### src/rtl/uart_pkg.sv
// Shared UART definitions: parity modes, receiver FSM state encoding and
// the bit-period length helper used by the receiver (and the future transmitter).
package uart_pkg;

  typedef enum logic [1:0] {
    PAR_NONE = 2'd0,
    PAR_ODD  = 2'd1,
    PAR_EVEN = 2'd2
  } uart_parity_e;

  typedef logic [2:0] uart_state_t;

  localparam uart_state_t ST_IDLE   = 3'd0;
  localparam uart_state_t ST_START  = 3'd1;
  localparam uart_state_t ST_DATA   = 3'd2;
  localparam uart_state_t ST_PARITY = 3'd3;
  localparam uart_state_t ST_STOP   = 3'd4;

  function automatic int calc_bps_cnt(input int clk_fre, input int bps);
    return clk_fre / bps;
  endfunction

endpackage

### src/rtl/uart_baud_cnt.sv
// Bit-period counter: free-runs over one bit period while clr is low, with a
// tick at the chosen sample point and a tick on the last cycle of the period.
module uart_baud_cnt #(
  parameter int BPS_CNT   = 16,
  parameter int SAMPLE_PT = BPS_CNT / 2
) (
  input  logic sys_clk,
  input  logic sys_rst_n,
  input  logic clr,
  output logic mid_tick,
  output logic end_tick
);

  localparam int CW = $clog2(BPS_CNT);

  logic [CW-1:0] clk_cnt;

  always_ff @(posedge sys_clk or negedge sys_rst_n) begin
    if (!sys_rst_n) begin
      clk_cnt <= '0;
    end else if (clr || end_tick) begin
      clk_cnt <= '0;
    end else begin
      clk_cnt <= clk_cnt + CW'(1);
    end
  end

  assign mid_tick = (clk_cnt == CW'(SAMPLE_PT));
  assign end_tick = (clk_cnt == CW'(BPS_CNT - 1));

endmodule

### src/rtl/uart_rx_fmt.sv
// Configurable UART receiver (5..9 data bits, none/odd/even parity, 1 or 2 stop
// bits) with a one-entry valid/ready holding register. Define UART_RX_MAJORITY_EN
// to decide each bit by a 3-sample majority vote instead of a single mid sample.
module uart_rx_fmt
  import uart_pkg::*;
#(
  parameter int CLK_FRE   = 200_000_000,
  parameter int BPS       = 9_600,
  parameter int DATA_BITS = 8,
  parameter int PARITY    = 0,
  parameter int STOP_BITS = 1
) (
  input  logic                 sys_clk,
  input  logic                 sys_rst_n,
  input  logic                 uart_rxd,
  output logic [DATA_BITS-1:0] rx_data,
  output logic                 rx_valid,
  input  logic                 rx_ready,
  output logic                 frame_err,
  output logic                 parity_err,
  output logic                 overrun,
  output logic                 rx_busy
);

  localparam int   BPS_CNT    = calc_bps_cnt(CLK_FRE, BPS);
  localparam int   MID        = BPS_CNT >> 1;
  localparam int   BW         = (DATA_BITS > 8) ? 4 : 3;
  localparam logic PAR_EN     = (PARITY != int'(PAR_NONE));
  localparam logic PAR_IS_ODD = (PARITY == int'(PAR_ODD));

  if (BPS_CNT < 8) begin : g_bps_chk
    $error("uart_rx_fmt: CLK_FRE/BPS must be at least 8");
  end
  if (DATA_BITS < 5 || DATA_BITS > 9) begin : g_data_chk
    $error("uart_rx_fmt: DATA_BITS must be 5..9");
  end
  if (PARITY < 0 || PARITY > 2) begin : g_par_chk
    $error("uart_rx_fmt: PARITY must be 0, 1 or 2");
  end
  if (STOP_BITS < 1 || STOP_BITS > 2) begin : g_stop_chk
    $error("uart_rx_fmt: STOP_BITS must be 1 or 2");
  end

  logic                 rxd_meta, rxd_sync, rxd_prev;
  logic                 fall_edge;
  logic                 bit_val;
  logic                 mid_tick, end_tick;
  logic                 cnt_clr;
  logic                 last_stop, frame_done;
  uart_state_t          state;
  logic [BW-1:0]        bit_idx;
  logic                 stop_idx;
  logic [DATA_BITS-1:0] shift_reg;
  logic                 par_bad, frm_bad;

  // Synchroniser flops idle high so releasing reset never looks like a start bit.
  always_ff @(posedge sys_clk or negedge sys_rst_n) begin
    if (!sys_rst_n) begin
      rxd_meta <= 1'b1;
      rxd_sync <= 1'b1;
      rxd_prev <= 1'b1;
    end else begin
      rxd_meta <= uart_rxd;
      rxd_sync <= rxd_meta;
      rxd_prev <= rxd_sync;
    end
  end

  assign fall_edge = rxd_prev & ~rxd_sync;

`ifdef UART_RX_MAJORITY_EN
  localparam int SAMPLE_PT = MID + 1;

  logic [1:0] samp_hist;

  always_ff @(posedge sys_clk or negedge sys_rst_n) begin
    if (!sys_rst_n) begin
      samp_hist <= 2'b11;
    end else begin
      samp_hist <= {samp_hist[0], rxd_sync};
    end
  end

  assign bit_val = (samp_hist[1] & samp_hist[0]) | (samp_hist[1] & rxd_sync) |
                   (samp_hist[0] & rxd_sync);
`else
  localparam int SAMPLE_PT = MID;

  assign bit_val = rxd_sync;
`endif

  assign cnt_clr = (state == ST_IDLE);

  uart_baud_cnt #(
    .BPS_CNT  (BPS_CNT),
    .SAMPLE_PT(SAMPLE_PT)
  ) u_baud_cnt (
    .sys_clk  (sys_clk),
    .sys_rst_n(sys_rst_n),
    .clr      (cnt_clr),
    .mid_tick (mid_tick),
    .end_tick (end_tick)
  );

  assign last_stop  = (stop_idx == 1'(STOP_BITS - 1));
  assign frame_done = (state == ST_STOP) && mid_tick && last_stop;
  assign rx_busy    = (state != ST_IDLE);

  // Leaving STOP at the last sample point lets a directly following start bit be caught.
  always_ff @(posedge sys_clk or negedge sys_rst_n) begin
    if (!sys_rst_n) begin
      state     <= ST_IDLE;
      bit_idx   <= '0;
      stop_idx  <= 1'b0;
      shift_reg <= '0;
      par_bad   <= 1'b0;
      frm_bad   <= 1'b0;
    end else begin
      case (state)
        ST_IDLE: begin
          if (fall_edge) begin
            state    <= ST_START;
            bit_idx  <= '0;
            stop_idx <= 1'b0;
            par_bad  <= 1'b0;
            frm_bad  <= 1'b0;
          end
        end
        ST_START: begin
          if (mid_tick && bit_val) begin
            state <= ST_IDLE;
          end else if (end_tick) begin
            state <= ST_DATA;
          end
        end
        ST_DATA: begin
          if (mid_tick) begin
            shift_reg <= {bit_val, shift_reg[DATA_BITS-1:1]};
          end
          if (end_tick) begin
            if (bit_idx == BW'(DATA_BITS - 1)) begin
              state <= PAR_EN ? ST_PARITY : ST_STOP;
            end else begin
              bit_idx <= bit_idx + BW'(1);
            end
          end
        end
        ST_PARITY: begin
          if (mid_tick) begin
            par_bad <= (^shift_reg) ^ bit_val ^ PAR_IS_ODD;
          end
          if (end_tick) begin
            state <= ST_STOP;
          end
        end
        ST_STOP: begin
          if (mid_tick) begin
            if (!bit_val) begin
              frm_bad <= 1'b1;
            end
            if (last_stop) begin
              state <= ST_IDLE;
            end
          end else if (end_tick) begin
            stop_idx <= stop_idx + 1'b1;
          end
        end
        default: state <= ST_IDLE;
      endcase
    end
  end

  // A full register with no accept in the completion cycle keeps the old word.
  always_ff @(posedge sys_clk or negedge sys_rst_n) begin
    if (!sys_rst_n) begin
      rx_data    <= '0;
      rx_valid   <= 1'b0;
      frame_err  <= 1'b0;
      parity_err <= 1'b0;
      overrun    <= 1'b0;
    end else begin
      overrun <= 1'b0;
      if (frame_done) begin
        if (!rx_valid || rx_ready) begin
          rx_data    <= shift_reg;
          frame_err  <= frm_bad | ~bit_val;
          parity_err <= PAR_EN & par_bad;
          rx_valid   <= 1'b1;
        end else begin
          overrun <= 1'b1;
        end
      end else if (rx_valid && rx_ready) begin
        rx_valid <= 1'b0;
      end
    end
  end

endmodule

### config.mk
export PLATFORM = sky130hd
export DESIGN_NAME = uart_rx_fmt
export DESIGN_NICKNAME = d
export VERILOG_FILES = /design/src/rtl/uart_pkg.sv /design/src/rtl/uart_baud_cnt.sv /design/src/rtl/uart_rx_fmt.sv
export SDC_FILE = /design/constraint.sdc
export NUM_CORES = 1
export LEC_CHECK = 0
export BUFFER_PORTS_ARGS = -buffer_cell sky130_fd_sc_hd__buf_2
export CAP_MARGIN = 20
export CORE_ASPECT_RATIO = 1.4
export CORE_MARGIN = 4
export CORE_UTILIZATION = 40
export DETAILED_ROUTE_END_ITERATION = 6
export PLACE_DENSITY = 0.55
export REMOVE_ABC_BUFFERS = 1
export SYNTH_ARGS = -nofsm -noshare
export SYNTH_HDL_FRONTEND = slang
export SYNTH_SLANG_ARGS = --single-unit
### constraint.sdc
create_clock -name sys_clk -period 3.3 [get_ports sys_clk]
set_input_delay 0.33 -clock sys_clk [delete_from_list [all_inputs] [get_ports sys_clk]]
set_output_delay 0.33 -clock sys_clk [all_outputs]
set_load 0.01 [all_outputs]
# Word level (Yosys, flattened, before mapping)
# Index checks and enable logic that the tools add are counted.
word_totals:
  input_bits: 4
  register_bits: 45
  word_cells: 84
  rom_bits: 0
  latchBits: 0
  mem_count: 0
  ram_bits: 0
  output_inout_bits: 13
classes:
  magnitude_cmp: 0
  add_sub_neg: 3
  reduce_logical: 19
  div_mod_pow: 0
  n_bitwise: 4
  muxes: 26
  n_shift: 0
  eq_ne: 19
  mul: 0
ops:
  columns: ["operator", "n"]
  rows:
  - ["3-bit two-way mux", 11]
  - ["15-bit by 1-bit adder with 15-bit output, second input constant", 1]
  - ["15-bit by 14-bit == test with 1-bit output, second input constant", 1]
  - ["15-bit == test, second input constant", 1]
  - ["15-bit two-way mux", 1]
  - ["3-bit case mux with 5 select lines", 1]
  - ["2-bit inequality test, second input constant", 7]
  - ["4-bit AND reduction", 3]
  - ["1-bit two-way mux", 10]
  - ["2-bit by 1-bit inequality test with 1-bit output, second input constant", 4]
  - ["7-bit AND reduction", 1]
  - ["3-bit by 2-bit == test with 1-bit output, second input constant", 2]
  - ["3-bit == test, second input constant", 2]
  - ["3-bit case mux with 2 select lines", 1]
  - ["2-bit AND reduction", 3]
  - ["2-bit nonzero test", 3]
  - ["1-bit logical AND", 4]
  - ["1-bit case mux with 2 select lines", 2]
  - ["3-bit by 1-bit adder with 3-bit output, second input constant", 1]
  - ["3-bit by 1-bit == test with 1-bit output, second input constant", 1]
  - ["3-bit zero test", 1]
  - ["3-bit by 2-bit inequality test with 1-bit output, second input constant", 1]
  - ["3-bit nonzero test", 1]
  - ["1-bit logical OR", 2]
  - ["5 further kinds", 6]

# Logic depth before layout (Yosys ltp)
logic_depth:
  word_depth: 5
  ltp_mapped: 7

# Modules after synthesis
# From an unflattened synthesis, not the netlist that was laid out.
hier_totals:
  cells_unflattened: 191
  hier_area_um2: 2118.3
modules_own_cells:
  columns: ["mod", "area_each_um2", "instances", "cells_each"]
  rows:
  - ["uart_rx_fmt", 1315.0, 1, 107]
  - ["uart_baud_cnt", 803.3, 1, 84]

# Worst setup path after synthesis
# OpenSTA, ideal clock, no wires.
synth_path:
  path_type: "register to register"
  from: "reg u_baud_cnt.clk_cnt[8]"
  to: "reg frame_err"
  n_path_buf: 0
  stages_incl_launch_ff: 5
  path_slack_ns: 1.254
  arrival_ns: 1.921
  path_cell_list: "dfrtp_1 or4b_1 nor4_4 nand4b_4 mux2_2"
synth_between:
  elab_chain_len: 4
synth_rtl:
  columns: ["item", "line", "source"]
  rows:
  - ["start: declaration", "uart_baud_cnt.sv:16", "logic [CW-1:0] clk_cnt;"]
  - ["start signal: assignment", "uart_baud_cnt.sv:24", "clk_cnt <= clk_cnt + CW'(1);"]
  - ["15-bit by 14-bit == test with 1-bit output", "uart_baud_cnt.sv:28", "assign mid_tick = (clk_cnt == CW'(SAMPLE_PT));"]
  - ["1-bit logical AND (2 in a row)", "uart_rx_fmt.sv:106", "assign frame_done = (state == ST_STOP) && mid_tick && last_stop;"]
  - ["2-bit AND reduction (no source line)", null, null]
  - ["end signal: assignment", "uart_rx_fmt.sv:186", "frame_err <= frm_bad | ~bit_val;"]
  - ["end: declaration", "uart_rx_fmt.sv:19", "output logic frame_err,"]
# No other way between the ends.
# A chain may end at the register's enable or synchronous reset.

# Final worst setup path
# Ends and elaborated chain as after synthesis.

==> impl_metrics.ini <==
[timing]
finalHoldViolCount = 0
fin_tns_setup_ns = 0
slew_violations = 0
setup_viol = 0
rsz0062_at_grt = no
finalCritPeriodShare_pct = 67.0
finalClockSkew_ns = 0.00383
fmax_ghz = 0.452
finalCriticalPeriod_ns = 2.21

[yosys]
synth_area_sq_mm = 0.00207
syn_inst = 181
ys_ff_latch = 45
synth_top_area_share_pct = 50.8
syn_area_per_cell_sq_um = 11.4
synthAdderAreaFrac_pct = 2.42
ys.flop_type = dfrtp_1
synth_top_family_by_area = simple AND/OR/NAND/NOR gates
yosys_warnings = 0
async_flop_share_pct = 100
yosys.area.top_type = dfrtp_1
synthXorXnorAreaFrac_pct = 5.51
synthTopCellsByArea = dfrtp_1 51%, mux2_2 9.8%, xnor2_1 5.1%
synth_mux_area_share_pct = 10.3
synth-compound-area-share_pct = 3.81
ys_types = 39
ys_seq_area_share_pct = 54.7
synth_enable_flop_cells = 0
synth_simple_gate_area_share_pct = 20.4

[pwr]
vdd_drop_max_uv = 324
power_density_mw_per_mm2 = 501
power_mw = 1.17
leakage_nw = 1.09

[routing]
wire_per_inst_um = 14.4
drtAntennaViolNets = 0
wirelength_mm = 3.81
dr.pass1.iters = 4
vias_per_cell = 5.13
drcViolationCount = 0
vias = 1359
first_iter_violations = 47

[global_routing]
gr-total-overflow = 0
grt_pass1_wl_mm = 6.58
antenna_found_initial = 0
grt_usage_pct = 13.8
grt_pass1_vias = 1414
grt_max_degree = 46

[critical_path]
cp-end-kind = flip-flop
crit_path_cell_trace = or4b_1 > nor4_4 > nand4b_4 > mux2_2
rr_startpoint = u_baud_cnt.clk_cnt[8]
reg2reg_slack_ns = 1.09
path_class = flip-flop to flip-flop
cp_slowest_cell = or4b_1
cp-startpoint = u_baud_cnt.clk_cnt[8]
worstPathRequired_ns = 3.48
arrival_ns = 2.39
cpPeakStageDelay_ns = 0.61
cp-start-kind = flip-flop
critPathMaxFanout = 9

[place]
gp_congestion = 0.757
placedCellCount = 255
post_dp_cell_area_sq_mm = 0.00220
post-dp-hpwl_mm = 2.80
port_buffers = 15

[job]
cap_violations = 0

[hold_path]
min_from = uart_rxd
hp-class = input port to flip-flop

[cells_and_area]
diodes = 0
fin_area_sq_mm = 0.00234
drive_above_1_share_pct = 25.9
utilization_pct = 47.7
layout.cells.non_filler = 265
area.growth.synth_to_final_pct = 13.4
fill_cells = 477
nNetsFinal = 208
largest_reg_flops = 15

[cts]
cts-htree-levels = 2
clkTransAtPathRegs_ns = 0.08
clk_latency_ns = 0.29
cts_tree = yes
post_cts_buffers = 0
numCtsBuffers = 5
cts.sink_count = 45
clock-root-buffer = clkbuf_8
cts_max_path_buffers = 2

[run_status]
status = completed

[die]
ios = 17
core.rowCount = 30
start_util_pct = 42.0
die-width_um = 68.8
die_y_um = 93.1
core_sq_mm = 0.00492
dieArea_sq_mm = 0.00640
==> area by class of cell <==
class / instances / area [sq um] / area share, %
Clock inverter: 3 / 46.3 / 1.97
Clock buffer: 5 / 68.8 / 2.93
Sequential cell: 45 / 1130 / 48.2
Timing Repair Buffer: 17 / 105 / 4.48
Multi-Input combinational cell: 122 / 881 / 37.6
Inverter: 9 / 33.8 / 1.44
Tap cell: 64 / 80.1 / 3.42
==> final timing paths <==
path                                    to  depth (start not counted)
worst max register to register   frame_err                          4
min in group asynchronous       rx_data[5]                          2
worst max-delay path             frame_err                          4
worst min register to register     bit_val                          0
worst min-delay path              rxd_meta                          1
max in group asynchronous         rxd_prev                          3
==> synth_stat cells (2+ instances only) <==
cell and number:
inv_1 9, nor2b_1 2, nor4_1 5, ha_1 4
xnor2_1 12, nor3_1 8, nand4_1 4, nand2b_1 4
o21ai_0 4, and3_1 2, clkbuf_1 4, mux2_2 18
nand3_1 5, nor2_1 22, o2bb2ai_1 2, nand2_1 6
a21oi_1 5, dfrtp_1 42, dfstp_2 3
==> per-layer routing <==
layer  vias up  part of all wire, %  global-route usage [%]  wire [um]
met5         -                    0                       0          0
met4         0                  1.8                    7.15         67
met3         5                  3.3                    3.25        126
met2        17                   54                    23.1       2060
met1       676                   41                    15.8       1560
li1        661                    -                       -          -
==> repair_timing <==
action | 4_1_cts | 5_1_grt
gates resized for setup | 0 | 0
endpoints found under the setup margin | 0 | 0
endpoints found under the hold margin | 0 | 4
hold buffers | 0 | 1
==> kinds of logic (layout without fill, tap and decap cells) <==
group	count (synthesis)	in the layout
other cells	1	1
flops	45	45
simple gates	72	72
mux	19	19
compound gates	13	13
fa+ha+maj	4	4
xor+xnor	13	13
buf+inv	14	34
==> placed cells by master, fill, tap and decap left out, drive strengths merged <==
cell	netlist	final
inv	9	9
a21oi	5	5
nand4	4	4
o21ai	4	4
nor3	8	8
nand2b	4	4
and3	2	2
clkbuf	4	5
or4	2	2
or4b	1	1
conb	1	1
nand3b	1	1
clkinvlp	0	1
dfrtp	42	42
clkinv	0	1
nand3	5	5
xor2	1	1
bufinv	0	1
dfstp	3	3
mux2	18	18
and3b	1	1
o2bb2ai	2	2
nor2	22	22
nand4b	2	2
nor4bb	1	1
buf	1	16
or3b	1	1
nor4b	1	1
xnor2	12	12
nor3b	1	1
nor4	6	6
dlygate4sd3	0	1
o31ai	1	1
or2	1	1
a22o	1	1
nand2	7	7
mux2i	1	1
ha	4	4
nor2b	2	2
==> per-stage QoR <==
stage	hold slack (ns)	setup slack (ns)
finish	0.126	1.09
global route	0.110	0.893
CTS	0.110	1.07
detailed placement	0.347	1.08
global placement	0.349	1.13
floorplan	0.0344	1.25
==> power breakdown <==
group          switching, mW  internal (mW)
clock network          0.187          0.227
logic                 0.0748         0.0576
registers             0.0426          0.585
total                  0.304          0.870
==> worst max-delay path: cells and delay by family (launching register included) <==
family	cells	cell delay (ns)
flops	1	0.44
simple gates	3	1.32
mux	1	0.34
Power figures use the tool's default switching activity.
